`src/rtl/mem_port_arbiter.sv`:
```
// Round-robin arbiter sharing one memory request/response port between cache clients.
// Ownership is held for a whole burst (requests plus their responses) so fills never interleave.
package mem_port_arbiter_pkg;
  localparam int AL_W = 8;

  typedef struct packed {
    logic            vld;
    logic            we;
    logic [AL_W-1:0] access_length;
    logic [31:0]     addr;
    logic [31:0]     data;
  } request_t;
endpackage

module mem_port_arbiter
  import mem_port_arbiter_pkg::*;
#(
  parameter int NUM_REQ   = 2,
  parameter int MAX_BURST = 32
) (
  input  logic                       clk,
  input  logic                       reset,
  input  request_t                   cl_req [NUM_REQ],
  output logic [NUM_REQ-1:0]         cl_grant,
  output request_t                   cl_rsp [NUM_REQ],
  output request_t                   mem_req,
  input  logic                       mem_ready,
  input  request_t                   mem_rsp,
  output logic [$clog2(NUM_REQ)-1:0] owner,
  output logic                       owner_vld,
  output logic                       proto_err
);

  localparam int OW = $clog2(NUM_REQ);
  localparam int CW = $clog2(MAX_BURST) + 1;

  typedef enum logic [1:0] {IDLE, BURST, DRAIN} state_t;

  state_t          state_q, state_d;
  logic [OW-1:0]   owner_q, owner_d;
  logic [OW-1:0]   rr_q, rr_d;
  logic [CW-1:0]   len_q, len_d;
  logic [CW-1:0]   beat_q, beat_d;
  logic [CW-1:0]   rsp_q, rsp_d;
  logic            perr_q, perr_d;

  logic [OW-1:0]   pick;
  logic            pick_vld;
  logic [AL_W-1:0] pick_al;
  logic [CW-1:0]   pick_len;
  logic            rsp_inc;

  // Scan downwards so the lowest rotated offset (closest to rr_q) wins.
  always_comb begin
    pick     = '0;
    pick_vld = 1'b0;
    for (int k = NUM_REQ - 1; k >= 0; k--) begin
      logic [OW-1:0] idx;
      idx = OW'((int'(rr_q) + k) % NUM_REQ);
      if (cl_req[idx].vld) begin
        pick     = idx;
        pick_vld = 1'b1;
      end
    end
  end

  always_comb begin
    pick_al = cl_req[pick].access_length;
    if (pick_al == '0) begin
      pick_len = CW'(1);
    end else if (int'(pick_al) > MAX_BURST) begin
      pick_len = CW'(MAX_BURST);
    end else begin
      pick_len = CW'(pick_al);
    end
  end

  always_comb begin
    mem_req = '0;
    if (state_q == BURST) begin
      mem_req = cl_req[owner_q];
    end
  end

  // Responses beyond the burst length are still routed but no longer counted.
  assign rsp_inc = mem_rsp.vld && (rsp_q != len_q);

  always_comb begin
    state_d = state_q;
    owner_d = owner_q;
    rr_d    = rr_q;
    len_d   = len_q;
    beat_d  = beat_q;
    rsp_d   = rsp_q;
    perr_d  = perr_q;
    case (state_q)
      IDLE: begin
        if (mem_rsp.vld) begin
          perr_d = 1'b1;
        end
        if (pick_vld) begin
          owner_d = pick;
          len_d   = pick_len;
          state_d = BURST;
        end
      end
      BURST: begin
        if (rsp_inc) begin
          rsp_d = rsp_q + CW'(1);
        end
        if (mem_req.vld && mem_ready) begin
          beat_d = beat_q + CW'(1);
          if ((beat_q + CW'(1)) == len_q) begin
            state_d = DRAIN;
          end
        end
      end
      DRAIN: begin
        if (rsp_q == len_q) begin
          state_d = IDLE;
          rr_d    = OW'((int'(owner_q) + 1) % NUM_REQ);
          beat_d  = '0;
          rsp_d   = '0;
        end else if (rsp_inc) begin
          rsp_d = rsp_q + CW'(1);
        end
      end
      default: begin
        state_d = IDLE;
      end
    endcase
  end

  always_ff @(posedge clk) begin
    if (reset) begin
      state_q <= IDLE;
      owner_q <= '0;
      rr_q    <= '0;
      len_q   <= '0;
      beat_q  <= '0;
      rsp_q   <= '0;
      perr_q  <= 1'b0;
    end else begin
      state_q <= state_d;
      owner_q <= owner_d;
      rr_q    <= rr_d;
      len_q   <= len_d;
      beat_q  <= beat_d;
      rsp_q   <= rsp_d;
      perr_q  <= perr_d;
    end
  end

  for (genvar gi = 0; gi < NUM_REQ; gi++) begin : g_route
    assign cl_grant[gi] = (state_q == BURST) && (owner_q == OW'(gi)) && mem_ready;
    assign cl_rsp[gi]   = ((state_q != IDLE) && (owner_q == OW'(gi))) ? mem_rsp : '0;
  end

  assign owner     = owner_q;
  assign owner_vld = (state_q != IDLE);
  assign proto_err = perr_q;

endmodule

```
`config.mk`:
```
export PLATFORM = sky130hd
export DESIGN_NAME = mem_port_arbiter
export DESIGN_NICKNAME = d
export VERILOG_FILES = /design/src/rtl/mem_port_arbiter.sv
export SDC_FILE = /design/constraint.sdc
export NUM_CORES = 1
export LEC_CHECK = 0
export BUFFER_PORTS_ARGS = -buffer_cell sky130_fd_sc_hd__buf_2
export CAP_MARGIN = 20
export CORE_AREA = 4 4 172 174
export DETAILED_ROUTE_END_ITERATION = 16
export DIE_AREA = 0 0 176 178
export SLEW_MARGIN = 20
export SYNTH_ARGS = -nofsm -noshare
export SYNTH_HDL_FRONTEND = slang
export SYNTH_SLANG_ARGS = --single-unit
```
`constraint.sdc`:
```
create_clock -name clk -period 2.5 [get_ports clk]
set_input_delay 0.25 -clock clk [delete_from_list [all_inputs] [get_ports clk]]
set_output_delay 0.25 -clock clk [all_outputs]
set_load 0.01 [all_outputs]
```
==> qor.txt, run 1 <==
Die Y -> 178 um
Ratio of cells with drive above 1 in the final layout -> 50.9%
PnR worst setup slack -> 0.392 ns
Part of the power in registers -> 12.3%
Sw Share -> 51.5%
CTS tree -> yes
Internal power -> 1.94 mW
Gr ovfl total -> 0
Final Util -> 23.2%
Routability Congestion -> 0.800
Synthesized Nets -> 744
Critical path arrival -> 1.86 ns
Initial antenna violation count -> 31
Crit. End Element -> output port
Max Slew Vio Count -> 0
Mapped Cells -> 513
Period minus WS final -> 2.11 ns
RSZ-0062 raised after global routing -> false
Synth Warn # -> 0
Via-to-Cell Ratio -> 4.06
Fin. Hold Viols -> 0
Gate power share -> 79.1%
Sw Pwr -> 2.06 mW
1st-iter DRT viols -> 360
DIE WIDTH -> 176 um
Sequential share of the synthesized area -> 12.6%
Commonest non-fill, non-tap cells in the layout -> 451 x buf_2, 149 x and2_1, 84 x nor2_1
Kind of critical path -> flop to output port
CTS H-Tree Depth -> 1
Largest net degree at the start of global routing -> 75
Num rows -> 61
Nets -> 1166
Max FO, Critical Path -> 74
Worst Tran Pin Value -> 0.608 ns
Critical Path RT -> 2.25 ns
Antenna-violating nets left -> 0
Leak -> 3.50 nW
Critical Path Source Type -> flop
Resized cells post-CTS -> 0
DR vias -> 5367
Pre-CTS WS -> 0.568 ns
Drt total wl -> 25500 um
Clk_lat worst skew -> 0.25 ns
Max IR drop VDD -> 0.000318 V
CTS Root Cell -> clkbuf_16
MaxCap Viol Count -> 0
Setup bufs post-CTS -> 0
Pwr Density -> 622 nW/um^2
Fmax -> 474 MHz
CTS clock-pin slew for the worst setup and hold paths -> 0.06 ns
Port buffer count -> 451
Initial core utilization -> 13.2%
DIE AREA -> 31300 um^2
Wire per inst -> 19.3 um
Ys async rst share -> 0%
Tot GR Track Use -> 14.7%
Cts hold-fix bufs -> 0
Final period util -> 84.3%
Layout area overhead -> 76.0%
Drt drc -> 0
Post-synth EDFFs -> 0
Post-DP HPWL -> 22600 um
Max clock buf depth -> 2
Worst hold path class -> input port to flop
Ports -> 452
Most common cell after layout, fill and taps aside -> buf_2
Main flop type after synthesis -> dfxtp_1
TritonCTS Buffers -> 3
Clock power share -> 8.6%
Setup-failing EPs final -> 0
Status -> finished, final reports clean
Clock Sink Count -> 23
Setup Skew -> 0.00222 ns
Placed Cells -> 1308
Final setup TNS -> 0 ns
First-pass GRT wire length -> 34300 um
Synth Cell Area -> 3650 um^2
Mean Syn Cell Area -> 7.12 um^2
Pre-antenna DRT Iters -> 5
Synth Register Bits -> 23
Core area -> 27800 um^2
Post-synth cell types -> 48
Non-Filler Instances -> 1322
Relative slew slack -> 59.2%
Vias in the first global route -> 5075
[cells in the mapped netlist (2+ instances only)]
cell type / instances / area (um^2)
xnor2_1: 8 / 70.1
buf_1: 5 / 18.8
mux2i_1: 80 / 801
nand2_1: 13 / 48.8
mux2_2: 2 / 22.5
a41oi_1: 3 / 26.3
clkbuf_1: 28 / 105
a31oi_1: 2 / 12.5
a211oi_1: 2 / 15.0
or3_1: 2 / 12.5
nor3_1: 13 / 65.1
o21ai_0: 5 / 25.0
a21oi_1: 13 / 65.1
a311oi_1: 3 / 26.3
a2111oi_4: 2 / 55.1
nand3_1: 3 / 15.0
nor4_1: 2 / 12.5
nor2b_1: 3 / 18.8
nand2b_1: 8 / 50.1
o211ai_1: 3 / 22.5
nand3b_1: 5 / 37.5
a221oi_1: 2 / 17.5
ha_1: 6 / 75.1
and2_1: 149 / 932
dfxtp_1: 23 / 460
xor2_1: 9 / 78.8
buf_2: 7 / 35.0
and3_1: 2 / 12.5
nor2_1: 85 / 319
inv_1: 7 / 26.3
[layout make-up]
cell class | instances | area, um^2
multi-input combinational | 443 | 3020
inverter | 7 | 26.3
fill | 3153 | 21300
clock inverter | 1 | 5.00
tap | 378 | 473
sequential | 23 | 464
clock buffer | 3 | 75.1
timing repair buffer | 457 | 2340
antenna | 10 | 25.0
[final timing paths]
| path | depth (start not counted) | to | start | slack [ns] |
|---|---|---|---|---|
| max | 6 | cl_rsp[53] | state_q[0] | 0.39 |
| min | 3 | proto_err | mem_rsp[73] | 0.33 |
| max reg2reg | 6 | state_q[1] | beat_q[0] | 0.54 |
| min reg2reg | 2 | proto_err | proto_err | 0.47 |
[worst max-delay path, cell delays in order, from the launching register on]
cell,delay (ns)
dfxtp_1,0.38
inv_1,0.08
ha_1,0.37
nor2b_4,0.19
buf_12,0.24
and2_1,0.17
buf_2,0.16
[power by group through the flow]
stage               registers [mW]  logic (mW)  clock network, mW
floorplan                    0.465        1.80                  0
CTS                          0.494        3.20              0.356
global placement             0.497        3.17                  0
global route                 0.502        3.43              0.372
finish                       0.492        3.16              0.344
detailed placement           0.502        3.18                  0
[cell families after synthesis]
family / count (synthesis) / synth area share (%)
simple gates: 292 / 43.8
mux: 82 / 22.5
buf+inv: 47 / 5.07
compound gates: 46 / 9.86
flops: 23 / 12.6
xor+xnor: 17 / 4.07
fa+ha+maj: 6 / 2.05
[layer usage]
metal	vias up	GRT usage [%]	wire length, um
met5	-	0	217
met4	38	0.585	127
met3	52	11.0	3800
met2	268	23.2	11600
met1	2436	17.1	9780
li1	2573	-	-
[registers in the layout (all words and copies together), names as in the netlist]
register,count
rr_q,1
len_q,6
proto_err,1
rsp_q,6
beat_q,6
owner,1
state_q,2
[stage by stage]
step,power [mW],hold WS (ns),area (um^2)
6_report,4.00,0.331,6430
5_1_grt,4.30,0.352,6410
4_1_cts,4.05,0.345,6410
3_5_place_dp,3.69,0.461,6330
3_3_place_gp,3.66,0.449,6330
2_1_floorplan,2.27,0.395,3650
No activity file was read; power rests on OpenSTA's default activity.
==> run 2: changes to the inputs <==
- clock period: 2.5 -> 2.1 ns (I/O delays scaled with it)
==> run 2 against run 1 <==
  * Via count decreased by 0.61%
  * Clock skew rose by 0.00054 ns
  * Worst hold slack worse by 0.035 ns
  * Register-to-register slack got worse by 0.38 ns
  * Final area increased by 2.1%
  * Power rose by 22%
  * Die area unchanged
  * Combinational power is 23% higher
  * Critical endpoint is now mem_req[60]
  * Largest power group unchanged
==> qor.txt, run 2 (synthesis results as in run 1) <==
Fmax -> 500 MHz
Drt drc -> 0 (unchanged)
Clk_lat worst skew -> 0.26 ns (about the same)
Antenna-violating nets left -> 0 (unchanged)
Drt total wl -> 25700 um (+0.65%)
Via-to-Cell Ratio -> 4.00 (-1.6%)
DIE AREA -> 31300 um^2 (unchanged)
Post-DP HPWL -> 23000 um (+2.1%)
Initial antenna violation count -> 29 (-6.5%)
Leak -> 3.56 nW (+1.7%)
CTS H-Tree Depth -> 1 (unchanged)
DR vias -> 5334 (-0.61%)
Relative slew slack -> 59.4% (+0.19 points)
Layout area overhead -> 79.6%
Worst reg-to-reg path cell count -> 6 (unchanged)
Power Total -> 4.88 mW (+22%)
CTS clock-pin slew for the worst setup and hold paths -> 0.06 ns (about the same)
Critical Path RT -> 1.89 ns (-0.36 ns)
Most common cell after layout, fill and taps aside -> buf_2
Nets -> 1177 (+0.94%)
Crit. End Element -> output port
Port buffer count -> 451 (unchanged)
Worst Tran Pin Value -> 0.607 ns (-0.00107 ns)
Pwr Density -> 744 nW/um^2 (+20%)
DIE WIDTH -> 176 um (unchanged)
Routability Congestion -> 0.827 (+3.5%)
First-pass GRT wire length -> 35300 um (+2.7%)
Cts hold-fix bufs -> 0 (unchanged)
Max Slew Vio Count -> 0 (unchanged)
Setup Skew -> 0.00276 ns (+0.000543 ns)
Critical Path Source Type -> flop
Final period util -> 95.3%
Fin. Hold Viols -> 0 (unchanged)
WHS Path Cells -> 3 (unchanged)
CTS tree -> yes
Vias in the first global route -> 5161 (+1.7%)
Gr ovfl total -> 0 (unchanged)
Clock Sink Count -> 23 (unchanged)
Core area -> 27800 um^2 (unchanged)
Setup-failing EPs final -> 0 (unchanged)
Max clock buf depth -> 2 (unchanged)
Status -> finished, final reports clean
Num rows -> 61 (unchanged)
Max FO, Critical Path -> 34 (-54%)
Wire per inst -> 19.2 um (-0.33%)
Final setup TNS -> 0 ns (unchanged)
Largest net degree at the start of global routing -> 61 (-19%)
Critical path arrival -> 1.79 ns (-0.07 ns)
MaxCap Viol Count -> 0 (unchanged)
Pre-antenna DRT Iters -> 4 (-1)
Ports -> 452 (unchanged)
Max IR drop VDD -> 0.000294 V (-7.5%)
RSZ-0062 raised after global routing -> false
Ratio of cells with drive above 1 in the final layout -> 51.6% (+0.78 points)
TritonCTS Buffers -> 3 (unchanged)
Die Y -> 178 um (unchanged)
Worst hold path class -> input port to flop
1st-iter DRT viols -> 335 (-6.9%)
Tot GR Track Use -> 15.0% (+0.29 points)
Hold slack -> 0.297 ns (-0.0346 ns)
Initial core utilization -> 13.2% (unchanged)
Kind of critical path -> flop to output port
CTS Root Cell -> clkbuf_16
Largest regs -> beat_q (6), len_q (6), rsp_q (6)
Period minus WS final -> 2.00 ns
Commonest non-fill, non-tap cells in the layout -> 451 x buf_2, 149 x and2_1, 84 x nor2_1
## run 2: cell types whose count changed in the layout (fill, tap and decap cells not counted)
cell and delta:
buf_4 +8, diode_2 +2, ha_1 -2, ha_2 +2
buf_12 +1, buf_16 +1, buf_6 +1, clkbuf_1 +1
clkinv_2 -1, nor3_1 -1, nor3_2 +1
## run 2: worst paths after layout
check / startpoint / end / slack (ns)
setup / recovery: owner / mem_req[60] / 0.1
hold / removal: mem_rsp[73] / proto_err / 0.30
setup reg to reg: beat_q[1] / state_q[1] / 0.16
hold reg to reg: proto_err / proto_err / 0.48
## run 2: timing repair
action | in CTS | in global routing
setup buffers | 1 | 0
pin swaps | 1 | 0
endpoints found under the setup margin | 100 | 154
gates resized for setup | 1 | 4
## run 2: worst max-delay path, stage by stage (launching register included)
cell and delay (ns):
dfxtp_4 0.50, buf_16 0.25, mux2i_1 0.36, buf_4 0.18, nor2_1 0.03, buf_2 0.15
## run 2: report_power, final
group          switching, mW  leakage, nW  total [mW]  internal [mW]
Sequential            0.0881        0.188       0.582          0.494
Clock                  0.152       0.0382       0.411          0.259
Combinational           2.23         3.33        3.89           1.66
Total                   2.47         3.56        4.88           2.42
## run 2: cell type report
type                       instances  area [um^2]
tap                              378          473
sequential                        23          464
clock buffer                       4         78.8
timing repair buffer             468         2460
fill                            3151        21200
inverter                           7         26.3
multi-input combinational        443         3030
antenna                           12         30.0
## run 2: metal layers
metal	track usage, %	up-vias	share of wire [%]
li1	-	2596	-
met1	17.7	2437	39
met2	23.5	237	45
met3	10.8	36	14
met4	0.877	28	0.37
met5	0	-	0.60
## run 2: stage by stage
step	util [%]	instance area, um^2	setup slack, ns	std cells
2_1_floorplan	-	3650	0.309	513
3_3_place_gp	23.1	6430	0.230	1318
3_5_place_dp	23.1	6430	0.188	1318
4_1_cts	23.5	6520	0.0177	1323
5_1_grt	23.5	6540	0.00217	1325
6_report	23.6	6570	0.0995	1335
==> run 3: changes to the inputs <==
==> constraint.sdc (replaced) <==
create_clock -name clk -period 2.1 [get_ports clk]
set_input_delay 0.315 -clock clk [delete_from_list [all_inputs] [get_ports clk]]
set_output_delay 0.315 -clock clk [all_outputs]
set_load 0.01 [all_outputs]
==> run 3 against run 2 <==
  * Power is 1.8% higher
  * First-iteration DRC count is 44% higher
  * Sequential share of layout area fell by 0.050 points
  * Worst hold slack better by 0.086 ns
  * Worst setup slack worse by 0.012 ns
  * Critical path depth up 1
  * Non-clock buffer count up 3
  * Critical path type unchanged
  * Wire length rose by 2.9%
  * Core utilization increased by 0.30 points
==> qor.txt, run 3 (synthesis results as in run 1) <==
Status -> finished, final reports clean
Kind of critical path -> flop to output port
Cts hold-fix bufs -> 0 (unchanged)
Ports -> 452 (unchanged)
Final setup TNS -> 0 ns (unchanged)
Antenna-violating nets left -> 0 (unchanged)
FF-to-FF Start -> beat_q[1]
Num rows -> 61 (unchanged)
Fin. Hold Viols -> 0 (unchanged)
Drt total wl -> 26400 um (+2.9%)
Hold Path Origin -> mem_rsp[73]
Hold slack -> 0.383 ns (+0.0858 ns)
Wire per inst -> 19.8 um (+2.9%)
WHS Path Cells -> 3 (unchanged)
Layout area overhead -> 81.9%
Setup Skew -> 0.00582 ns (+0.00305 ns)
Setup-failing EPs final -> 0 (unchanged)
Gate power share -> 79.8% (about the same)
Period minus WS final -> 2.01 ns (+0.0120 ns)
Worst setup path startpoint -> state_q[0]
Pre-CTS WS -> 0.211 ns (+0.0235 ns)
Drt drc -> 0 (unchanged)
Largest regs -> beat_q (6), len_q (6), rsp_q (6)
Most common cell after layout, fill and taps aside -> buf_2
Top routing layer used -> met5
Initial antenna violation count -> 31 (+6.9%)
Crit. End Element -> output port
DR vias -> 5432 (+1.8%)
Pre-antenna DRT Iters -> 5 (+1)
CTS Root Cell -> clkbuf_16
DIE WIDTH -> 176 um (unchanged)
Via-to-Cell Ratio -> 4.07 (+1.8%)
Multi-input logic area -> 3040 um^2 (+0.16%)
Critical path, cell by cell -> inv_1 > ha_4 > nor2b_4 > clkbuf_16 > and2_1 > buf_2
CTS H-Tree Depth -> 1 (unchanged)
CTS clock-pin slew for the worst setup and hold paths -> 0.06 ns (about the same)
R2r endpoint -> state_q[1]
Tot GR Track Use -> 15.0% (about the same)
Part of the power in registers -> 11.6% (-0.3 points)
Die Y -> 178 um (unchanged)
Commonest non-fill, non-tap cells in the layout -> 451 x buf_2, 149 x and2_1, 84 x nor2_1
Internal power -> 2.47 mW (+2.4%)
Worst Tran Pin Value -> 0.665 ns (+0.0572 ns)
Top Family by Delay on Critical Path -> buffers and inverters
Final period util -> 95.8% (+0.57 points)
CP peak stage delay -> 0.35 ns (-0.15 ns)
Largest net degree at the start of global routing -> 75 (+23%)
Critical Path Source Type -> flop
Max FO, Critical Path -> 18 (-47%)
Min-Delay Endpoint -> proto_err
Sw Share -> 50.2% (-0.32 points)
Ratio of cells with drive above 1 in the final layout -> 51.9% (+0.26 points)
CP max stage cell -> dfxtp_2
1st-iter DRT viols -> 484 (+44%)
DIE AREA -> 31300 um^2 (unchanged)
Worst reg-to-reg path cell count -> 6 (unchanged)
Clock power share -> 8.6% (+0.2 points)
R2R setup slack -> 0.13 ns (-0.03 ns)
Sw Pwr -> 2.49 mW (+1.1%)
Clock Sink Count -> 23 (unchanged)
Reg area -> 467 um^2 (+0.54%)
Max clock buf depth -> 2 (unchanged)
First-pass GRT wire length -> 35000 um (-0.75%)
CTS tree -> yes
Nets -> 1180 (+0.25%)
Met1 WL -> 9970 um (-1.7%)
Max IR drop VDD -> 0.000411 V (+40%)
Leak -> 3.60 nW (+1.1%)
Clk_lat worst skew -> 0.26 ns (about the same)
PnR worst setup slack -> 0.0875 ns (-0.0120 ns)
Core area -> 27800 um^2 (unchanged)
Critical Path RT -> 1.78 ns (-0.11 ns)
Gr ovfl total -> 0 (unchanged)
TritonCTS Buffers -> 3 (unchanged)
Initial core utilization -> 13.2% (unchanged)
Critical path arrival -> 1.70 ns (-0.09 ns)
MaxCap Viol Count -> 0 (unchanged)
Max Slew Vio Count -> 0 (unchanged)
Worst hold path class -> input port to flop
Port buffer count -> 451 (unchanged)
Pwr Density -> 747 nW/um^2 (+0.49%)
WL met2 -> 12000 um (+3.1%)
Post-DP HPWL -> 22800 um (-0.96%)
Crit path buf inv count -> 3 (unchanged)
Fillers -> 3161 (+0.32%)
Relative slew slack -> 55.4% (-4.0 points)
Routed met3 length -> 4100 um (+13%)
Vias in the first global route -> 5183 (+0.43%)
Fmax -> 497 MHz (-0.60%)
Routability Congestion -> 0.812 (-1.9%)
run 3: cell types whose count changed in the layout (fill, tap and decap cells not counted), moves of 2 or more:
cell and change:
dfxtp_2 +2, clkbuf_16 +2, diode_2 -3, buf_12 +2, dfxtp_1 -2
run 3: power groups by stage:
stage          clock network [mW]  logic, mW  registers (mW)
2_1_floorplan                   0       2.15           0.554
3_3_place_gp                    0       3.85           0.586
3_5_place_dp                    0       3.89           0.592
4_1_cts                     0.427       3.92           0.582
5_1_grt                     0.439       4.31           0.589
6_report                    0.427       3.97           0.575
run 3: final cells by class:
type | instances | share of cell area [%]
timing repair buffer | 471 | 38.2
clock buffer | 4 | 1.19
tap | 378 | 7.11
sequential | 23 | 7.02
multi-input combinational | 443 | 45.7
antenna | 9 | 0.339
inverter | 7 | 0.395
run 3: worst max-delay path by stage:
stage                        endpoint  slack, ns  cells past startpoint
after detailed placement   state_q[1]       0.21                      6
after CTS                 mem_req[43]      0.009                      5
after global routing        cl_rsp[5]      -0.02                      6
after floorplan           mem_req[51]       0.30                      5
after global placement     cl_rsp[54]       0.25                      6
final                      cl_rsp[23]       0.09                      6
run 3: what timing repair did:
action / in CTS / in global routing
cloned: 0 / 3
setup endpoints to repair: 104 / 129
resized for setup: 1 / 5
setup buffers: 0 / 3
run 3: worst register-to-register path: stages, from the launching register on:
cell	delay [ns]
dfxtp_1	0.40
ha_1	0.29
xor2_1	0.15
nor3_1	0.19
o211ai_1	0.17
a2111oi_4	0.47
mux2i_1	0.23
run 3: through the flow:
step                cells  cell area, um^2  util, %  power (mW)
floorplan             513             3650        -        2.70
global placement     1316             6440     23.2        4.44
detailed placement   1316             6440     23.2        4.48
CTS                  1320             6520     23.5        4.92
global route         1326             6630     23.8        5.33
finish               1335             6650     23.9        4.97
run 3: per-layer routing:
layer | vias up | global-route usage, %
li1 | 2603 | -
met1 | 2450 | 17.7
met2 | 295 | 23.7
met3 | 50 | 10.4
met4 | 34 | 0.845
met5 | - | 0
